### src/rtl/fetch_ctrl_if.sv
// fetch_ctrl_if: instruction-fetch bus between fetch_ctrl, instr_mem, hazard/branch logic and decode
//   imem_addr/imem_instr          : combinational instr_mem read port
//   stall/redirect_valid/redirect_pc : pipeline control into fetch
//   if_pc/if_instr/if_valid       : IF/ID output stage
//   fault/fault_pc                : sticky fetch-range fault report
// master is the fetch_ctrl side, slave is the environment side.
interface fetch_ctrl_if;
  logic [31:0] imem_addr;
  logic [31:0] imem_instr;
  logic        stall;
  logic        redirect_valid;
  logic [31:0] redirect_pc;
  logic [31:0] if_pc;
  logic [31:0] if_instr;
  logic        if_valid;
  logic        fault;
  logic [31:0] fault_pc;
  modport master (
    output imem_addr, if_pc, if_instr, if_valid, fault, fault_pc,
    input  imem_instr, stall, redirect_valid, redirect_pc
  );
  modport slave (
    input  imem_addr, if_pc, if_instr, if_valid, fault, fault_pc,
    output imem_instr, stall, redirect_valid, redirect_pc
  );
endinterface

### src/rtl/fetch_ctrl.sv
// fetch_ctrl: instruction-fetch sequencer owning the PC and the IF/ID output stage
//   clk, rst : clock, synchronous active-high reset
//   bus      : fetch_ctrl_if.master (instr_mem port, stall/redirect in, IF/ID and fault out)
// Define FETCH_BOUNDS_CHECK_EN to enable the sticky fetch-range fault (FAULT state);
// otherwise fault and fault_pc are tied to zero and any pc is fetched.
module fetch_ctrl #(
  parameter logic [31:0] RESET_PC = 32'h0000_0000,
`ifdef FETCH_BOUNDS_CHECK_EN
  parameter int unsigned INSTR_MEM_SIZE_BYTES = 1024,
`endif
  parameter logic [31:0] NOP_INSTR = 32'h0000_0013
) (
  input logic          clk,
  input logic          rst,
  fetch_ctrl_if.master bus
);
`ifdef FETCH_BOUNDS_CHECK_EN
  typedef enum logic [1:0] {BOOT, RUN, FAULT} state_t;
  logic        fault_q, fault_d;
  logic [31:0] fault_pc_q, fault_pc_d;
`else
  typedef enum logic [1:0] {BOOT, RUN} state_t;
`endif
  state_t      state_q, state_d;
  logic [31:0] pc_q, pc_d;
  logic [31:0] if_pc_q, if_pc_d;
  logic [31:0] if_instr_q, if_instr_d;
  logic        if_valid_q, if_valid_d;
  logic [31:0] target;
  assign target = bus.redirect_pc & ~32'h3;
  always_comb begin
    state_d    = state_q;
    pc_d       = pc_q;
    if_pc_d    = if_pc_q;
    if_instr_d = if_instr_q;
    if_valid_d = if_valid_q;
`ifdef FETCH_BOUNDS_CHECK_EN
    fault_d    = fault_q;
    fault_pc_d = fault_pc_q;
`endif
    if (state_q == BOOT) begin
      state_d = RUN;
      pc_d    = bus.redirect_valid ? target : pc_q;
    end else if (state_q == RUN) begin
      if (bus.redirect_valid) begin
        pc_d       = target;
        if_pc_d    = '0;
        if_instr_d = NOP_INSTR;
        if_valid_d = 1'b0;
      end else if (!bus.stall) begin
`ifdef FETCH_BOUNDS_CHECK_EN
        if (pc_q >= 32'(INSTR_MEM_SIZE_BYTES)) begin
          state_d    = FAULT;
          fault_d    = 1'b1;
          fault_pc_d = pc_q;
          if_instr_d = NOP_INSTR;
          if_valid_d = 1'b0;
        end else
`endif
        begin
          if_pc_d    = pc_q;
          if_instr_d = bus.imem_instr;
          if_valid_d = 1'b1;
          pc_d       = pc_q + 32'd4;
        end
      end
    end
  end
  always_ff @(posedge clk) begin
    if (rst) begin
      state_q    <= BOOT;
      pc_q       <= RESET_PC;
      if_pc_q    <= '0;
      if_instr_q <= NOP_INSTR;
      if_valid_q <= 1'b0;
`ifdef FETCH_BOUNDS_CHECK_EN
      fault_q    <= 1'b0;
      fault_pc_q <= '0;
`endif
    end else begin
      state_q    <= state_d;
      pc_q       <= pc_d;
      if_pc_q    <= if_pc_d;
      if_instr_q <= if_instr_d;
      if_valid_q <= if_valid_d;
`ifdef FETCH_BOUNDS_CHECK_EN
      fault_q    <= fault_d;
      fault_pc_q <= fault_pc_d;
`endif
    end
  end
  assign bus.imem_addr = pc_q;
  assign bus.if_pc     = if_pc_q;
  assign bus.if_instr  = if_instr_q;
  assign bus.if_valid  = if_valid_q;
`ifdef FETCH_BOUNDS_CHECK_EN
  assign bus.fault     = fault_q;
  assign bus.fault_pc  = fault_pc_q;
`else
  assign bus.fault     = 1'b0;
  assign bus.fault_pc  = '0;
`endif
endmodule

### src/flat_wrapper.sv
// flat-port wrapper written by rule: the top's interface ports become plain ports
module fetch_ctrl_flat 
#(
  parameter logic [31:0] RESET_PC = 32'h0000_0000,

  parameter logic [31:0] NOP_INSTR = 32'h0000_0013
)
  (clk, rst, bus_imem_addr, bus_if_pc, bus_if_instr, bus_if_valid, bus_fault, bus_fault_pc, bus_imem_instr, bus_stall, bus_redirect_valid, bus_redirect_pc);
  fetch_ctrl_if bus_i ();
  input logic clk;
  input logic rst;
  output wire logic [$bits(bus_i.imem_addr)-1:0] bus_imem_addr;
  output wire logic [$bits(bus_i.if_pc)-1:0] bus_if_pc;
  output wire logic [$bits(bus_i.if_instr)-1:0] bus_if_instr;
  output wire logic [$bits(bus_i.if_valid)-1:0] bus_if_valid;
  output wire logic [$bits(bus_i.fault)-1:0] bus_fault;
  output wire logic [$bits(bus_i.fault_pc)-1:0] bus_fault_pc;
  input wire logic [$bits(bus_i.imem_instr)-1:0] bus_imem_instr;
  input wire logic [$bits(bus_i.stall)-1:0] bus_stall;
  input wire logic [$bits(bus_i.redirect_valid)-1:0] bus_redirect_valid;
  input wire logic [$bits(bus_i.redirect_pc)-1:0] bus_redirect_pc;
  assign bus_imem_addr = bus_i.imem_addr;
  assign bus_if_pc = bus_i.if_pc;
  assign bus_if_instr = bus_i.if_instr;
  assign bus_if_valid = bus_i.if_valid;
  assign bus_fault = bus_i.fault;
  assign bus_fault_pc = bus_i.fault_pc;
  assign bus_i.imem_instr = bus_imem_instr;
  assign bus_i.stall = bus_stall;
  assign bus_i.redirect_valid = bus_redirect_valid;
  assign bus_i.redirect_pc = bus_redirect_pc;
  fetch_ctrl #(.RESET_PC(RESET_PC), .NOP_INSTR(NOP_INSTR)) u_core (.clk(clk), .rst(rst), .bus(bus_i));
endmodule
### config.mk
export PLATFORM = sky130hd
export DESIGN_NAME = fetch_ctrl_flat
export DESIGN_NICKNAME = d
export VERILOG_FILES = /design/src/rtl/fetch_ctrl_if.sv /design/src/rtl/fetch_ctrl.sv /design/src/flat_wrapper.sv
export SDC_FILE = /design/constraint.sdc
export NUM_CORES = 1
export LEC_CHECK = 0
export BUFFER_PORTS_ARGS = -buffer_cell sky130_fd_sc_hd__buf_2
export CORE_ASPECT_RATIO = 1.4
export CORE_MARGIN = 1
export CORE_UTILIZATION = 45
export DETAILED_ROUTE_END_ITERATION = 8
export GPL_TIMING_DRIVEN = 0
export PLACE_DENSITY = 0.78
export SLEW_MARGIN = 0
export SYNTH_ARGS = -nofsm -noshare
export SYNTH_HDL_FRONTEND = slang
export SYNTH_SLANG_ARGS = --single-unit
### constraint.sdc
create_clock -name clk -period 2.2 [get_ports clk]
set_input_delay 0.44 -clock clk [delete_from_list [all_inputs] [get_ports clk]]
set_output_delay 0.44 -clock clk [all_outputs]
set_load 0.02 [all_outputs]
==> results.cfg, run 1 <==
[critical_path]
path_cells = clkbuf_2, and4_1, nor3b_1, nand3_1, xor2_1, a211oi_1
worstRegToRegCells = 6
slowest_stage = nor3b_1
cp-end-kind = register
critPathMaxFanout = 7
worstSetupStartpointType = register
crit_type = reg2reg
crit-reg2reg-launch = u_core.bus.imem_addr[14]
max_stage_delay_ns = 0.50
worst-endpoint-required_ns = 2.46
crit_path_start = u_core.bus.imem_addr[14]
rrSetupSlack_ns = 0.19
worstPathArrival_ns = 2.26
worstReg2RegEnd = u_core.bus.imem_addr[27]
cp-endpoint = u_core.bus.imem_addr[27]

[synth]
ys_seq_elements = 95
yosysUniqueCellTypes = 49
synthArstFlopShare_pct = 0
yosysTopAreaCellShare_pct = 46.2
synth.area.top_cells = dfxtp_1 46%, a22oi_1 11%, nor2_1 7.9%, buf_4 7.1%, a211oi_1 3.5%
syn_area_mm2 = 0.00412
synth.largest_area_cell = dfxtp_1
synth-main-ff-cell = dfxtp_1
avgSynthCellArea_um2 = 8.93
synth-edff-count = 0
yosys_warnings = 0
ys_seq_area_share_pct = 46.2
syn_inst = 461

[final_layout]
nFillCells = 780
fin_nets = 737
final_area_mm2 = 0.00548
diodes = 0
syn_to_final_growth_pct = 33.2
layout-drive-gt1-share_pct = 35.0

[place]
dp_hpwl_um = 8670
dpl_cell_area_mm2 = 0.00517
io_buffers = 159
place.gp.congestion = 0.792

[floorplanning]
initial_core_util_pct = 47.3
coreArea_mm2 = 0.00871
die_width_um = 82.8
row_count = 40
die_h_um = 115
ioPinCount = 198
dieArea_mm2 = 0.00954

[grt]
gr-total-overflow = 0
grt_pass1_wl_um = 18200
grt_usage_pct = 24.2
grt_pass1_vias = 3821
grt_max_degree = 17
antenna_found_initial = 0

[clock_network]
cts-root-buf = clkbuf_16
clockBufferDepth = 2
cts_buffers = 9
cts.clk_slew.worst_paths_ns = 0.07
clock_latency_ns = 0.35
holdBufCountCts = 0
clock-sinks = 95
cts_htree_levels = 3
cts_tree = done

[power_and_ir_drop]
p_comb_share_pct = 14.3
powerDensity_mw_per_mm2 = 708
switching_power_mw = 1.08
p_total_mw = 3.88
intPower_mw = 2.80
sequentialPowerShare_pct = 47.6
swShare_pct = 27.8
p_leak_nw = 2.54
ir_drop_uv = 540
clkPwrFrac_pct = 38.1

[timing]
fin_crit_ns = 2.01
setup-violations-final = 0
relSlewSlack_pct = 55.4
finClkSkew_ns = 0.00662
hold_viol_final = 0
drv_slew = 0
tightest_slew_ns = 0.665
grt_setup_unrepaired = no
fmax_mhz = 498
timing.hold.ws_ns = 0.326
finalCritPeriodShare_pct = 91.3

[drt]
ant_nets = 0
drc = 0
vias = 4022
first_pass_iters = 5
routed_wl_um = 11600
vias_per_cell = 5.18
dr.first_iter.drc_count = 188
routedWlPerCell_um = 14.9

[min_path]
hp-class = in2reg

[outcome]
status = complete, no violations

[flow_run]
drv_cap = 0
[metrics by stage]
stage / std cells / setup slack [ns] / setup TNS (ns) / util, %
floorplan: 495 / 0.352 / 0 / -
global placement: 759 / -0.0533 / -0.496 / 59.4
detailed placement: 759 / -0.0782 / -0.549 / 59.4
CTS: 774 / 0.0263 / 0 / 62.6
global route: 777 / 0.00895 / 0 / 63.0
finish: 777 / 0.192 / 0 / 63.0
[worst min-delay path by stage]
stage / startpoint / endpoint / slack (ns) / cells past startpoint
after floorplan: u_core.state_q[0] / u_core.bus.if_valid / 0.49 / 1
after global placement: u_core.bus.if_instr[1] / u_core.bus.if_instr[1] / 0.45 / 2
after detailed placement: u_core.bus.if_instr[1] / u_core.bus.if_instr[1] / 0.46 / 2
after CTS: bus_imem_instr[1] / u_core.bus.if_instr[1] / 0.32 / 3
after global routing: rst / u_core.bus.imem_addr[16] / 0.33 / 2
final: bus_imem_instr[0] / u_core.bus.if_instr[0] / 0.33 / 3
[cell families after synthesis]
logic type	Yosys count	synth area share, %
AOI/OAI and AO/OA	101	17.7
xor gates and xnor gates	24	5.11
adders and majority gates	1	0.304
buffers and inverters	76	11.2
DFF	95	46.2
other	1	0.0911
and+or+nand+nor	163	19.4
[synthesized netlist by cell type (all sizes together), types with 7 or more instances]
master and number:
a211oi 19, a21oi 10, a22oi 58, buf 42, clkbuf 26, dfxtp 95, inv 7, nand2 27
nand3 10, nand4 8, nor2 87, nor3 9, xnor2 15, xor2 9
[per-layer routing]
metal	vias to the layer above	part of all wire, %	GRT usage (%)
li1	1966	-	-
met1	1839	39	26.7
met2	193	51	43.6
met3	24	7.2	6.68
met4	0	2.9	10.7
met5	-	0	0
[power groups by stage]
stage / combinational, mW / clock, mW / sequential (mW)
final: 0.553 / 1.48 / 1.85
after global routing: 0.602 / 1.60 / 1.86
after CTS: 0.552 / 1.51 / 1.85
after detailed placement: 0.549 / 0 / 1.89
after global placement: 0.540 / 0 / 1.88
after floorplan: 0.295 / 0 / 1.95
[repair_timing]
item	4_1_cts	5_1_grt
buffers inserted	0	3
endpoints found under the setup margin	0	25
resized for setup	0	3
[final cells by class]
| type | count | area (um2) | share of cell area, % |
|---|---|---|---|
| repair buffers | 162 | 818 | 14.9 |
| plain buffers | 69 | 438 | 7.99 |
| clock buffers | 10 | 239 | 4.36 |
| clock inverters | 5 | 42.5 | 0.776 |
| well taps | 105 | 131 | 2.40 |
| multi-input cells | 324 | 1890 | 34.4 |
| flip-flops and latches | 95 | 1900 | 34.7 |
| inverters | 7 | 26.3 | 0.479 |
[cells in the final DEF (no fill, tap or decap), types with 10 or more instances in the layout]
master	instances
buf_2	159
dfxtp_1	95
nor2_1	87
a22oi_1	58
buf_4	42
conb_1	35
nand2_1	27
clkbuf_1	20
a211oi_1	19
xnor2_1	15
a21oi_1	10
[sequential cells by signal (all words and copies together) (netlist names)]
register	cells
u_core.state_q	1
u_core.bus.imem_addr	30
u_core.bus.if_pc	31
u_core.bus.if_valid	1
u_core.bus.if_instr	32
[critical path, delay by kind of cell (launching register included)]
kind            cells  cell delay (ns)
xor+xnor            1             0.17
compound gates      1             0.23
flops               1             0.32
simple gates        3             1.00
buf+inv             1             0.19
Note: power is estimated with default switching activity, not from simulation.
==> inputs of run 2 (changes only) <==
--- a/config.mk
+++ b/config.mk
@@ -5,13 +5,14 @@
 export SDC_FILE = /design/constraint.sdc
 export NUM_CORES = 1
 export LEC_CHECK = 0
+export ABC_AREA = 1
 export BUFFER_PORTS_ARGS = -buffer_cell sky130_fd_sc_hd__buf_2
 export CORE_ASPECT_RATIO = 1.4
 export CORE_MARGIN = 1
 export CORE_UTILIZATION = 45
 export DETAILED_ROUTE_END_ITERATION = 8
 export GPL_TIMING_DRIVEN = 0
-export PLACE_DENSITY = 0.78
+export PLACE_DENSITY = 0.76
 export SLEW_MARGIN = 0
 export SYNTH_ARGS = -nofsm -noshare
 export SYNTH_HDL_FRONTEND = slang
==> results.cfg, run 2 <==
[synth]
synth-main-ff-cell = dfxtp_1
ys_seq_elements = 95
ys_seq_area_share_pct = 40.9
synth.most_common_cell = nand2_1
yosys_warnings = 0
synth.largest_area_cell = dfxtp_1
yosysUniqueCellTypes = 30
synth-edff-count = 0
avgSynthCellArea_um2 = 6.82
synth.area.top_cells = dfxtp_1 41%, nand2_1 18%, a21oi_1 8.2%, nor2_1 6.9%, buf_4 6.1%
syn_area_mm2 = 0.00464
synth_common_cells = 218 x nand2_1, 95 x dfxtp_1, 85 x nor2_1
yosysTopAreaCellShare_pct = 40.9
syn_inst = 681
synthArstFlopShare_pct = 0

[floorplanning]
dieArea_mm2 = 0.0107
initial_core_util_pct = 46.7
ioPinCount = 198
die_h_um = 122
row_count = 43
coreArea_mm2 = 0.00995
die_width_um = 87.9

[clock_network]
clock-sinks = 95
clock_latency_ns = 0.34
cts_tree = done
cts_buffers = 9
cts_resized = 0
holdBufCountCts = 0
cts.clk_slew.worst_paths_ns = 0.06
cts-root-buf = clkbuf_16
clockBufferDepth = 2
cts_setup_buffers = 0
cts_htree_levels = 3

[drt]
vias = 5005
dr.first_iter.drc_count = 261
routed_wl_um = 13700
drc = 0
vias_per_cell = 4.89
routedWlPerCell_um = 13.4
ant_nets = 0
first_pass_iters = 5

[grt]
met2_usage_pct = 47.1
grt-busiest-layer = met2
grt_max_degree = 15
antenna_found_initial = 0
grt_use_met3_pct = 5.28
met1_usage_pct = 27.8
grt_pass1_wl_um = 21400
grt_pass1_vias = 4598
gr-total-overflow = 0
grt_usage_pct = 25.9

[critical_path]
critPathMaxFanout = 6
worst-endpoint-required_ns = 2.43
rrSetupSlack_ns = 0.47
worstSetupStartpointType = register
cp-endpoint = u_core.bus.imem_addr[20]
path_common_cell = nand2_1
worstPathArrival_ns = 1.96
cp-end-kind = register
crit_path_start = u_core.bus.imem_addr[2]
crit-reg2reg-launch = u_core.bus.imem_addr[2]
path_cells = ha_1, nand3_1, inv_1, nand2_2, inv_2, nand2_1, nor2_1, nand2_1, o21ai_1, a21oi_1
crit_type = reg2reg
slowest_stage = dfxtp_1
worstRegToRegCells = 10
max_stage_delay_ns = 0.41
worstReg2RegEnd = u_core.bus.imem_addr[20]

[timing]
relSlewSlack_pct = 61.7
finClkSkew_ns = 0.00452
finalCritPeriodShare_pct = 78.5
fmax_mhz = 579
hold_viol_final = 0
grt_setup_unrepaired = no
timing.hold.ws_ns = 0.322
setup-violations-final = 0
drv_slew = 0
tns_ns = 0
tightest_slew_ns = 0.575
fin_crit_ns = 1.73

[place]
io_buffers = 158
dp_hpwl_um = 10700
place.gp.congestion = 0.950

[power_and_ir_drop]
p_total_mw = 4.03
ir_drop_uv = 394
powerDensity_mw_per_mm2 = 669
intPower_mw = 2.92
switching_power_mw = 1.11
swShare_pct = 27.6
sequentialPowerShare_pct = 46.4
clkPwrFrac_pct = 38.3
p_leak_nw = 2.65
p_comb_share_pct = 15.3

[final_layout]
final_common_cell = nand2_1
seqCellArea_mm2 = 0.00190
largest_reg_flops = 32
diodes = 0
final_cell_mix = 218 x nand2_1, 177 x buf_2, 95 x dfxtp_1
fin_nets = 953
multiInputGateArea_mm2 = 0.00232
utilization_pct = 60.5
nFillCells = 974
syn_to_final_growth_pct = 29.7
layout-drive-gt1-share_pct = 28.9

[min_path]
hp-class = in2reg

[outcome]
status = complete, no violations

[flow_run]
drv_cap = 0
[run 2: changes by cell type in the layout (fill, tap and decap cells not counted), sizes merged, moves of 12 or more]
cell    change
a22oi      -58
xnor2      -15
a21oi      +67
o21ai      +17
nand2     +198
clkbuf     -12
nor2       +12
nand3      +16
inv        +25
[run 2: per-stage QoR]
step | area, um2 | setup slack [ns] | std cells
5_1_grt | 6020 | 0.290 | 1023
3_3_place_gp | 5730 | 0.372 | 1008
2_1_floorplan | 4770 | 0.589 | 715
4_1_cts | 6020 | 0.480 | 1023
6_report | 6020 | 0.473 | 1023
3_5_place_dp | 5730 | 0.322 | 1008
[run 2: worst min-delay path by stage]
stage                        start                endpoint  slack [ns]  cells past startpoint
6_report         bus_imem_instr[1]  u_core.bus.if_instr[1]        0.32                      3
5_1_grt          bus_imem_instr[1]  u_core.bus.if_instr[1]        0.33                      3
4_1_cts          bus_imem_instr[1]  u_core.bus.if_instr[1]        0.32                      3
3_5_place_dp   u_core.bus.if_pc[9]     u_core.bus.if_pc[9]        0.45                      2
3_3_place_gp   u_core.bus.if_pc[1]     u_core.bus.if_pc[1]        0.45                      2
2_1_floorplan  u_core.bus.if_pc[1]     u_core.bus.if_pc[1]        0.53                      2
[run 2: cell type report]
| type | instances | area share [%] |
|---|---|---|
| tap | 135 | 2.80 |
| clock buffer | 12 | 4.09 |
| timing repair buffer | 158 | 13.1 |
| multi-input combinational | 517 | 38.5 |
| buffer | 69 | 7.06 |
| sequential | 95 | 31.6 |
| clock inverter | 3 | 0.727 |
| inverter | 34 | 2.12 |
[run 2: cell families (layout without fill, tap and decap cells)]
group | count (synthesis) | count (layout) | share of synthesized area, %
compound gates | 119 | 119 | 14.3
fa+ha+maj | 1 | 1 | 0.269
buf+inv | 103 | 276 | 11.9
flops | 95 | 95 | 40.9
mux | 1 | 1 | 0.216
other cells | 1 | 35 | 0.0807
simple gates | 361 | 361 | 32.3
[run 2: metal layers]
metal	vias up	part of all wire, %
met1	2256	38
met5	-	0
met3	28	6.5
met4	0	3.2
met2	187	52
li1	2534	-
[run 2: critical path, delay by kind of cell, from the launching register on]
| family | cells | cell delay, ns |
|---|---|---|
| compound gates | 2 | 0.17 |
| flops | 1 | 0.41 |
| buf+inv | 2 | 0.21 |
| simple gates | 5 | 0.57 |
| fa+ha+maj | 1 | 0.27 |
[run 2: power groups by stage]
stage               Sequential, mW  Combinational (mW)  Clock [mW]
finish                        1.87               0.617        1.54
global route                  1.88               0.679        1.63
CTS                           1.87               0.616        1.56
detailed placement            1.91               0.614           0
global placement              1.91               0.611           0
floorplan                     1.97               0.332           0
==> inputs of run 3 (changes only) <==
--- a/config.mk
+++ b/config.mk
@@ -5,14 +5,14 @@
 export SDC_FILE = /design/constraint.sdc
 export NUM_CORES = 1
 export LEC_CHECK = 0
-export ABC_AREA = 1
+export ABC_AREA = 0
 export BUFFER_PORTS_ARGS = -buffer_cell sky130_fd_sc_hd__buf_2
 export CORE_ASPECT_RATIO = 1.4
 export CORE_MARGIN = 1
-export CORE_UTILIZATION = 45
+export CORE_UTILIZATION = 42
 export DETAILED_ROUTE_END_ITERATION = 8
 export GPL_TIMING_DRIVEN = 0
-export PLACE_DENSITY = 0.76
+export PLACE_DENSITY = 0.77
 export SLEW_MARGIN = 0
 export SYNTH_ARGS = -nofsm -noshare
 export SYNTH_HDL_FRONTEND = slang
==> constraint.sdc (replaced) <==
create_clock -name clk -period 1.5 [get_ports clk]
set_input_delay 0.3 -clock clk [delete_from_list [all_inputs] [get_ports clk]]
set_output_delay 0.3 -clock clk [all_outputs]
set_load 0.02 [all_outputs]
==> results.cfg, run 3 (same netlist as run 1, synthesis figures left out) <==
[drt]
drc = 0
ant_nets = 0
vias_per_cell = 5.10
first_pass_iters = 5
dr.first_iter.drc_count = 190
routedWlPerCell_um = 15.0
routed_wl_um = 12500
vias = 4249

[final_layout]
syn_to_final_growth_pct = 47.9
stdcell_count = 833
fin_nets = 765
utilization_pct = 64.0
final_common_cell = buf_2
diodes = 0
final_cell_mix = 161 x buf_2, 86 x nor2_1, 70 x dfxtp_1
largest_reg_flops = 32
final_area_mm2 = 0.00609
nFillCells = 815
layout-drive-gt1-share_pct = 46.9

[critical_path]
worst-endpoint-required_ns = 1.71
worstPathArrival_ns = 1.97
slowest_stage = or4_4
cp-end-kind = register
worstSetupStartpointType = register
path_cells = nand4_1, or4_4, nor3_4, xnor2_1, a211oi_2
critPathMaxFanout = 7
cp_top_family = simple AND/OR/NAND/NOR gates
path_buf_inv = 0
crit_type = reg2reg
max_stage_delay_ns = 0.64

[floorplanning]
coreArea_mm2 = 0.00951
row_count = 42
die_width_um = 85.7
die_h_um = 119
initial_core_util_pct = 43.3
ioPinCount = 198
dieArea_mm2 = 0.0102

[clock_network]
holdBufCountCts = 0
cts.clk_slew.worst_paths_ns = 0.07
clock-sinks = 95
clock_latency_ns = 0.34
cts_buffers = 9
clockBufferDepth = 2
cts_tree = done
cts-root-buf = clkbuf_16
cts_htree_levels = 3

[outcome]
violations = negative setup slack
status = finished, violations left

[power_and_ir_drop]
p_leak_nw = 2.90
powerDensity_mw_per_mm2 = 951
ir_drop_uv = 774
p_total_mw = 5.79

[place]
place.gp.congestion = 0.850
io_buffers = 159
dp_hpwl_um = 8800
dpl_cell_area_mm2 = 0.00529
place_inst = 786

[timing]
tightest_slew_ns = 0.631
worst_slack_ns = -0.263
finalCritPeriodShare_pct = 118
finClkSkew_ns = 0.00365
fin_crit_ns = 1.76
timing.hold.ws_ns = 0.173
drv_slew = 0
fmax_mhz = 567
relSlewSlack_pct = 57.9
hold_viol_final = 0
setup-violations-final = 19
grt_setup_unrepaired = yes

[min_path]
hp-class = in2reg

[grt]
grt_pass1_vias = 4055
grt_pass1_wl_um = 19500
gr-total-overflow = 0
grt_max_degree = 18
antenna_found_initial = 0
grt_usage_pct = 24.4

[flow_run]
drv_cap = 0
-- run 3: stage by stage --
| step | setup WS, ns | setup TNS (ns) |
|---|---|---|
| 3_5_place_dp | -0.632 | -38.16 |
| 6_report | -0.263 | -2.38 |
| 2_1_floorplan | -0.186 | -2.17 |
| 3_3_place_gp | -0.568 | -34.15 |
| 4_1_cts | -0.163 | -1.67 |
| 5_1_grt | -0.306 | -4.17 |
-- run 3: layout make-up --
cell class | instances | area [um2] | share of cell area (%)
flip-flops and latches | 95 | 1980 | 32.5
plain buffers | 63 | 433 | 7.11
clock buffers | 10 | 229 | 3.76
well taps | 132 | 165 | 2.71
multi-input cells | 324 | 2120 | 34.7
clock inverters | 6 | 50.0 | 0.822
inverters | 7 | 26.3 | 0.431
repair buffers | 196 | 1090 | 17.9
-- run 3: report_power, final --
part / switching (mW) / leakage [nW] / total (mW) / internal, mW
registers: 0.109 / 0.789 / 2.72 / 2.61
logic: 0.534 / 1.97 / 0.897 / 0.364
clock network: 1.02 / 0.141 / 2.18 / 1.16
total: 1.66 / 2.90 / 5.79 / 4.13
-- run 3: path summary, 6_finish.rpt --
check                            from                       end  slack (ns)  depth (start not counted)
min reg2reg      u_core.bus.if_pc[13]      u_core.bus.if_pc[13]        0.47                          2
min                               rst  u_core.bus.imem_addr[16]        0.17                          2
max reg2reg  u_core.bus.imem_addr[18]  u_core.bus.imem_addr[24]       -0.26                          5
max          u_core.bus.imem_addr[18]  u_core.bus.imem_addr[24]       -0.26                          5
-- run 3: metal layers --
| layer | vias to the layer above | routed length [um] | track usage (%) |
|---|---|---|---|
| met2 | 206 | 6490 | 42.8 |
| met1 | 1980 | 4800 | 27.9 |
| met4 | 0 | 386 | 11.5 |
| met5 | - | 0 | 0 |
| met3 | 35 | 850 | 5.20 |
| li1 | 2028 | - | - |
-- run 3: repair_timing --
item | 4_1_cts | 5_1_grt
gates resized for setup | 52 | 40
buffers inserted | 30 | 7
setup endpoints to repair | 83 | 93
pin swaps | 22 | 20
